## src/rtl/nexys_semseg_pkg.sv

```systemverilog
// Shared 7-segment helpers for the Nexys board wrappers.
// Segment encoding is {ca,cb,cc,cd,ce,cf,cg}, active-low.
package nexys_semseg_pkg;

    localparam logic [6:0] SEG_BLANK = 7'h7F;
    localparam logic [7:0] AN_OFF    = 8'hFF;

    function automatic logic [6:0] hex2semseg(input logic [3:0] nib);
        logic [6:0] seg;
        case (nib)
            4'h0:    seg = 7'h01;
            4'h1:    seg = 7'h4F;
            4'h2:    seg = 7'h12;
            4'h3:    seg = 7'h06;
            4'h4:    seg = 7'h4C;
            4'h5:    seg = 7'h24;
            4'h6:    seg = 7'h20;
            4'h7:    seg = 7'h0F;
            4'h8:    seg = 7'h00;
            4'h9:    seg = 7'h04;
            4'hA:    seg = 7'h08;
            4'hB:    seg = 7'h60;
            4'hC:    seg = 7'h31;
            4'hD:    seg = 7'h42;
            4'hE:    seg = 7'h30;
            4'hF:    seg = 7'h38;
            default: seg = SEG_BLANK;
        endcase
        return seg;
    endfunction

endpackage

```

## src/rtl/nexys_semseg_timebase.sv

```systemverilog
// Digit-slot timebase: cycle counter within a slot, digit index, and the
// end-of-scan pulse on the last cycle of digit 7.
module nexys_semseg_timebase #(
    parameter int DIGIT_PERIOD = 1024,
    parameter int CNT_W        = $clog2(DIGIT_PERIOD)
) (
    input  logic             clk_i,
    input  logic             rstn_i,
    output logic [CNT_W-1:0] cnt_o,
    output logic [2:0]       idx_o,
    output logic             frame_o
);

    localparam logic [CNT_W-1:0] CNT_LAST = CNT_W'(DIGIT_PERIOD - 1);

    logic [CNT_W-1:0] cnt_q, cnt_d;
    logic [2:0]       idx_q, idx_d;
    logic             wrap_s;

    // Next counter state; the 3-bit index wraps 7 -> 0 by itself.
    always_comb begin
        wrap_s = (cnt_q == CNT_LAST);
        cnt_d  = cnt_q;
        idx_d  = idx_q;
        if (wrap_s) begin
            cnt_d = '0;
            idx_d = idx_q + 3'd1;
        end else begin
            cnt_d = cnt_q + CNT_W'(1);
            idx_d = idx_q;
        end
    end

    // Counter registers.
    always_ff @(posedge clk_i) begin
        if (!rstn_i) begin
            cnt_q <= '0;
            idx_q <= 3'd0;
        end else begin
            cnt_q <= cnt_d;
            idx_q <= idx_d;
        end
    end

    assign cnt_o   = cnt_q;
    assign idx_o   = idx_q;
    assign frame_o = wrap_s && (idx_q == 3'd7);

endmodule

```

## src/rtl/nexys_semseg_scan_ctrl.sv

```systemverilog
// 8-digit multiplexed 7-segment driver with a frame-synchronous double buffer,
// per-digit enable, decimal points and leading-zero suppression.
module nexys_semseg_scan_ctrl_chk #(
    parameter int DIGIT_PERIOD = 1024,
    parameter int DEAD_CYCLES  = 16
) ();
    if (DIGIT_PERIOD < 2) begin : g_bad_period
        $error("DIGIT_PERIOD must be at least 2");
    end
    if (DEAD_CYCLES >= DIGIT_PERIOD) begin : g_bad_dead
        $error("DEAD_CYCLES must be smaller than DIGIT_PERIOD");
    end
endmodule

module nexys_semseg_scan_ctrl
    import nexys_semseg_pkg::*;
#(
    parameter int DIGIT_PERIOD = 1024,
    parameter int DEAD_CYCLES  = 16
) (
    input  logic        clk_i,
    input  logic        rstn_i,
    input  logic [31:0] data_i,
    input  logic [7:0]  dot_i,
    input  logic [7:0]  digit_en_i,
    input  logic        lzs_i,
    input  logic        valid_i,
    output logic        ready_o,
    output logic        frame_o,
    output logic [7:0]  an_o,
    output logic [6:0]  seg_o,
    output logic        dp_o
);

    localparam int               CNT_W  = $clog2(DIGIT_PERIOD);
    localparam logic [CNT_W-1:0] DEAD_C = CNT_W'(DEAD_CYCLES);

    nexys_semseg_scan_ctrl_chk #(
        .DIGIT_PERIOD(DIGIT_PERIOD),
        .DEAD_CYCLES (DEAD_CYCLES)
    ) u_chk ();

    logic [CNT_W-1:0] cnt_s;
    logic [2:0]       idx_s;
    logic             frame_s;

    nexys_semseg_timebase #(
        .DIGIT_PERIOD(DIGIT_PERIOD),
        .CNT_W       (CNT_W)
    ) u_timebase (
        .clk_i  (clk_i),
        .rstn_i (rstn_i),
        .cnt_o  (cnt_s),
        .idx_o  (idx_s),
        .frame_o(frame_s)
    );

    logic [31:0] pend_data_q, pend_data_d, disp_data_q, disp_data_d;
    logic [7:0]  pend_dot_q, pend_dot_d, disp_dot_q, disp_dot_d;
    logic [7:0]  pend_en_q, pend_en_d, disp_en_q, disp_en_d;
    logic        pend_lzs_q, pend_lzs_d, disp_lzs_q, disp_lzs_d;
    logic        pend_vld_q, pend_vld_d;
    logic [7:0]  an_q, an_d;
    logic [6:0]  seg_q, seg_d;
    logic        dp_q, dp_d;

    logic        capture_s, apply_s, blank_s;
    logic [31:0] shifted_s;

    // Handshake and double buffer: the display word only changes at a frame edge,
    // and a capture in the frame cycle itself waits for the following edge.
    always_comb begin
        capture_s   = valid_i && !pend_vld_q;
        apply_s     = frame_s && pend_vld_q;
        pend_data_d = pend_data_q;
        pend_dot_d  = pend_dot_q;
        pend_en_d   = pend_en_q;
        pend_lzs_d  = pend_lzs_q;
        pend_vld_d  = pend_vld_q;
        disp_data_d = disp_data_q;
        disp_dot_d  = disp_dot_q;
        disp_en_d   = disp_en_q;
        disp_lzs_d  = disp_lzs_q;
        if (capture_s) begin
            pend_data_d = data_i;
            pend_dot_d  = dot_i;
            pend_en_d   = digit_en_i;
            pend_lzs_d  = lzs_i;
            pend_vld_d  = 1'b1;
        end else if (apply_s) begin
            disp_data_d = pend_data_q;
            disp_dot_d  = pend_dot_q;
            disp_en_d   = pend_en_q;
            disp_lzs_d  = pend_lzs_q;
            pend_vld_d  = 1'b0;
        end else begin
            pend_vld_d  = pend_vld_q;
        end
    end

    // Blanking and segment decode for the digit currently in its slot.
    always_comb begin
        shifted_s = disp_data_q >> {idx_s, 2'b00};
        blank_s   = (cnt_s < DEAD_C) || !disp_en_q[idx_s] ||
                    (disp_lzs_q && (idx_s != 3'd0) && (shifted_s == 32'd0));
        if (blank_s) begin
            an_d  = AN_OFF;
            seg_d = SEG_BLANK;
            dp_d  = 1'b1;
        end else begin
            an_d  = ~(8'h01 << idx_s);
            seg_d = hex2semseg(shifted_s[3:0]);
            dp_d  = ~disp_dot_q[idx_s];
        end
    end

    // State and output registers.
    always_ff @(posedge clk_i) begin
        if (!rstn_i) begin
            pend_data_q <= 32'd0;
            pend_dot_q  <= 8'd0;
            pend_en_q   <= 8'd0;
            pend_lzs_q  <= 1'b0;
            pend_vld_q  <= 1'b0;
            disp_data_q <= 32'd0;
            disp_dot_q  <= 8'd0;
            disp_en_q   <= 8'd0;
            disp_lzs_q  <= 1'b0;
            an_q        <= AN_OFF;
            seg_q       <= SEG_BLANK;
            dp_q        <= 1'b1;
        end else begin
            pend_data_q <= pend_data_d;
            pend_dot_q  <= pend_dot_d;
            pend_en_q   <= pend_en_d;
            pend_lzs_q  <= pend_lzs_d;
            pend_vld_q  <= pend_vld_d;
            disp_data_q <= disp_data_d;
            disp_dot_q  <= disp_dot_d;
            disp_en_q   <= disp_en_d;
            disp_lzs_q  <= disp_lzs_d;
            an_q        <= an_d;
            seg_q       <= seg_d;
            dp_q        <= dp_d;
        end
    end

    assign ready_o = ~pend_vld_q;
    assign frame_o = frame_s;
    assign an_o    = an_q;
    assign seg_o   = seg_q;
    assign dp_o    = dp_q;

endmodule
```

## config.mk

```make
export PLATFORM = sky130hd
export DESIGN_NAME = nexys_semseg_scan_ctrl
export DESIGN_NICKNAME = d
export VERILOG_FILES = /design/src/rtl/nexys_semseg_pkg.sv /design/src/rtl/nexys_semseg_timebase.sv /design/src/rtl/nexys_semseg_scan_ctrl.sv
export SDC_FILE = /design/constraint.sdc
export NUM_CORES = 1
export LEC_CHECK = 0
export ABC_AREA = 1
export CAP_MARGIN = 20
export CORE_MARGIN = 2
export CORE_UTILIZATION = 55
export DETAILED_ROUTE_END_ITERATION = 16
export PLACE_DENSITY_LB_ADDON = 0.1
export SLEW_MARGIN = 20
export SYNTH_ARGS = -nofsm -noshare
export SYNTH_HDL_FRONTEND = slang
export SYNTH_HIERARCHICAL = 1
export SYNTH_SLANG_ARGS = --single-unit
```

## constraint.sdc

```tcl
create_clock -name clk_i -period 2.9 [get_ports clk_i]
set_input_delay 0.58 -clock clk_i [delete_from_list [all_inputs] [get_ports clk_i]]
set_output_delay 0.58 -clock clk_i [all_outputs]
set_load 0.005 [all_outputs]
```

==> results_dict.tcl <==
set metrics [dict create \
    clkLatencyLatePin_ps 520 \
    cts-hold-fix-buffers 0 \
    viasPerCell 5.21 \
    core-area_sq_mm 0.00973 \
    p_leak_nw 2.83 \
    overflow 0 \
    grt_pass1_vias 4736 \
    hold_viol 0 \
    holdPathStages 2 \
    cts_tree "done" \
    min_period_ps 2780 \
    critical_path.cell_chain "ha_2 -> inv_2 -> nor2_4 -> nand3_4 -> nor2_2 -> clkdlybuf4s50_1" \
    cp_top_family "buffers and inverters" \
    r2r-start "u_timebase/idx_o[0]$_SDFFE_PN0N_" \
    post-place-ws_ps 512 \
    portBuffers 69 \
    ant_nets 0 \
    start_kind "register" \
    slowest_delay_ps 520 \
    cts_buffer_depth 2 \
    end_kind "primary output" \
    gp_congestion 0.919 \
    grt_use_total_pct 25.4 \
    ys_seq_area_share_pct 46.6 \
    dr.pass1.iters 4 \
    grt_pass1_wl_um 22400 \
    post_route_cells_drive_above_1_share_pct 6.70 \
    final_max_slew_viol_count 0 \
    die_x_um 104 \
    crit_buf_inv 2 \
    dpl-instance-area_sq_mm 0.00624 \
    yosys_warnings 6 \
    fin_crit_sh_pct 95.9 \
    dieArea_sq_mm 0.0108 \
    ioPinCount 70 \
    vias 5129 \
    drtIter0Drc 249 \
    antenna_found_initial 0 \
    cts-root-buf "clkbuf_8" \
    cts_sinks 128 \
    syn_to_final_growth_pct 23.7 \
    fp-row-count 36 \
    worst_r2r_endpoint "seg_o[6]$_SDFF_PP1_" \
    fmax_mhz 360 \
    wl_per_cell_um 13.5 \
    htreeDepth 4 \
    num-fill-cells 862 \
    clkSlewWorstSetupHoldPaths_ps 60 \
    critPathRequiredTime_ps 2320 \
    worst_pin_slew_ps 636 \
    ys_types 31 \
    diodes 0 \
    clock_skew_ps 7.85 \
    grt_max_degree 106 \
    worstRegToRegCells 16 \
    power.density_mw_per_mm2 591 \
    fin_hold_ws_ps 458 \
    synth_nets 843 \
    initial_core_util_pct 56.5 \
    ff2ff_setup_slack_ps 460 \
    synth_cells 783 \
    slowest_stage "clkdlybuf4s50_1" \
    arrival_ps 2200 \
    critical_path_peak_fanout 6 \
    finalSetupTns_ps 0 \
    finalInstanceArea_sq_mm 0.00680 \
    hold_start "disp_data_q[2]$_SDFFE_PN0P_" \
    synth-seq-cells 128 \
    outcome "complete, no violations" \
    cts_made_buffers 17 \
    hold_class "reg2reg" \
    die_y_um 104 \
    syn-cell-area_sq_mm 0.00550 \
    slew_headroom_pct 57.6 \
    final_nets 898 \
    holdPathEnd "disp_data_q[2]$_SDFFE_PN0P_" \
    rsz0062_at_grt "false" \
    ir_drop_v 0.000416 \
    maxCapViolations 0 \
    finalSetupViolCount 0 \
    drc 0 \
    post-dp-hpwl_um 9000 \
    routed_wl_um 13300 \
    fin_ws_ps 119 \
    criticalPathCategory "reg2out" \
    synth.avg_cell_area_sq_um 7.02 \
]
cell usage in the layout, fill, tap and decap left out, drive strengths merged:
cell           Yosys  final
nand4              3      3
ha                 8      8
a21oi             39     39
o21ai            114    114
nand2            125    125
nor4               1      1
dfxtp            128    128
buf               12     11
clkinv             0      7
bufinv             0      1
clkinvlp           0      1
o22ai              3      3
nor2             198    198
o211ai             1      1
nand3b             3      3
xnor2              3      3
xor2               1      1
a22oi              2      2
nor3               1      1
inv               57     57
o31ai              1      1
clkdlybuf4s50      0     68
nand3             51     51
o2111ai            1      1
clkbuf            31     23
stage by stage:
stage	cells	util, %	total power [W]
2_1_floorplan	783	-	0.00200
3_3_place_gp	952	64.2	0.00210
3_5_place_dp	952	64.2	0.00211
4_1_cts	984	69.8	0.00404
5_1_grt	984	69.9	0.00417
6_report	984	69.9	0.00402
worst register-to-register path, cell delays in order (launching register included):
cell     delay [ps]
dfxtp_1         510
buf_4           240
o21ai_1         110
o21ai_1         190
nand2_1          80
nand2_1         140
ha_1            190
inv_1            70
nor2_1          130
nand3_1          90
nor2_1          100
nand2_1          50
inv_1            40
nand2_1          40
nand2_1          70
nand2_2         180
nand3_1         140
per-layer routing:
metal / track usage (%) / vias up / part of all wire (%)
li1: - / 2624 / -
met1: 33.9 / 2358 / 47
met2: 40.8 / 134 / 47
met3: 6.83 / 13 / 4.8
met4: 7.24 / 0 / 1.0
met5: 0 / - / 0
area by class of cell:
class	instances	area, sq um	area share (%)
clock buffers	23	467	6.86
clock inverters	9	83.8	1.23
inverters	57	214	3.15
multi-input cells	555	2530	37.3
flip-flops and latches	128	2560	37.7
well taps	133	166	2.45
repair buffers	79	773	11.4
synth_stat cells (all sizes together):
cell type,number,share of area (%)
a21oi,39,3.6
a22oi,2,0.27
buf,12,1.4
clkbuf,31,2.1
dfxtp,128,47
ha,8,1.8
inv,57,3.9
nand2,125,8.8
nand3,51,4.9
nand3b,3,0.41
nand4,3,0.34
nor2,198,14
nor3,1,0.091
nor4,1,0.11
o2111ai,1,0.16
o211ai,1,0.14
o21ai,114,10
o22ai,3,0.34
o31ai,1,0.14
xnor2,3,0.48
xor2,1,0.16
logic make-up after synthesis:
family                     count (synthesis)  synth area share (%)
AOI/OAI and AO/OA                        161                  15.0
and+or+nand+nor                          382                  28.5
DFF                                      128                  46.6
buffers and inverters                    100                  7.40
adders and majority gates                  8                  1.82
xor gates and xnor gates                   4                 0.638
where the power goes:
part	switching, W	total (W)	internal [W]
combinational	0.000110	0.000222	0.000112
clock	0.000749	0.00195	0.00120
sequential	0.0000299	0.00185	0.00182
total	0.000888	0.00402	0.00313
worst max path at each step:
stage	from	endpoint	slack [ps]	cells past startpoint
finish	u_timebase/cnt_o[0]$_SDFF_PP0_	frame_o	120	6
global route	u_timebase/idx_o[0]$_SDFFE_PN0N_	seg_o[6]$_SDFF_PP1_	4	17
CTS	u_timebase/cnt_o[0]$_SDFF_PP0_	frame_o	7	6
detailed placement	u_timebase/idx_o[0]$_SDFFE_PN0N_	seg_o[1]$_SDFF_PP1_	510	16
global placement	u_timebase/idx_o[1]$_SDFFE_PN0N_	an_o[3]$_SDFF_PP1_	580	17
floorplan	u_timebase/idx_o[0]$_SDFFE_PN0N_	an_o[0]$_SDFF_PP1_	850	18
sequential cells by signal (all words and copies together), names as in the netlist:
signal	cells
seg_o	7
u_timebase/idx_o	3
dp_o	1
pend_vld_q	1
pend_dot_q	8
pend_data_q	32
an_o	8
u_timebase/cnt_o	10
disp_en_q	8
disp_data_q	32
disp_lzs_q	1
disp_dot_q	8
pend_en_q	8
pend_lzs_q	1
timing repair:
item | in CTS | in global routing
setup endpoints to repair | 0 | 1
gates resized for setup | 0 | 2
buffers inserted | 0 | 0
(Power assumes the default switching activity.)
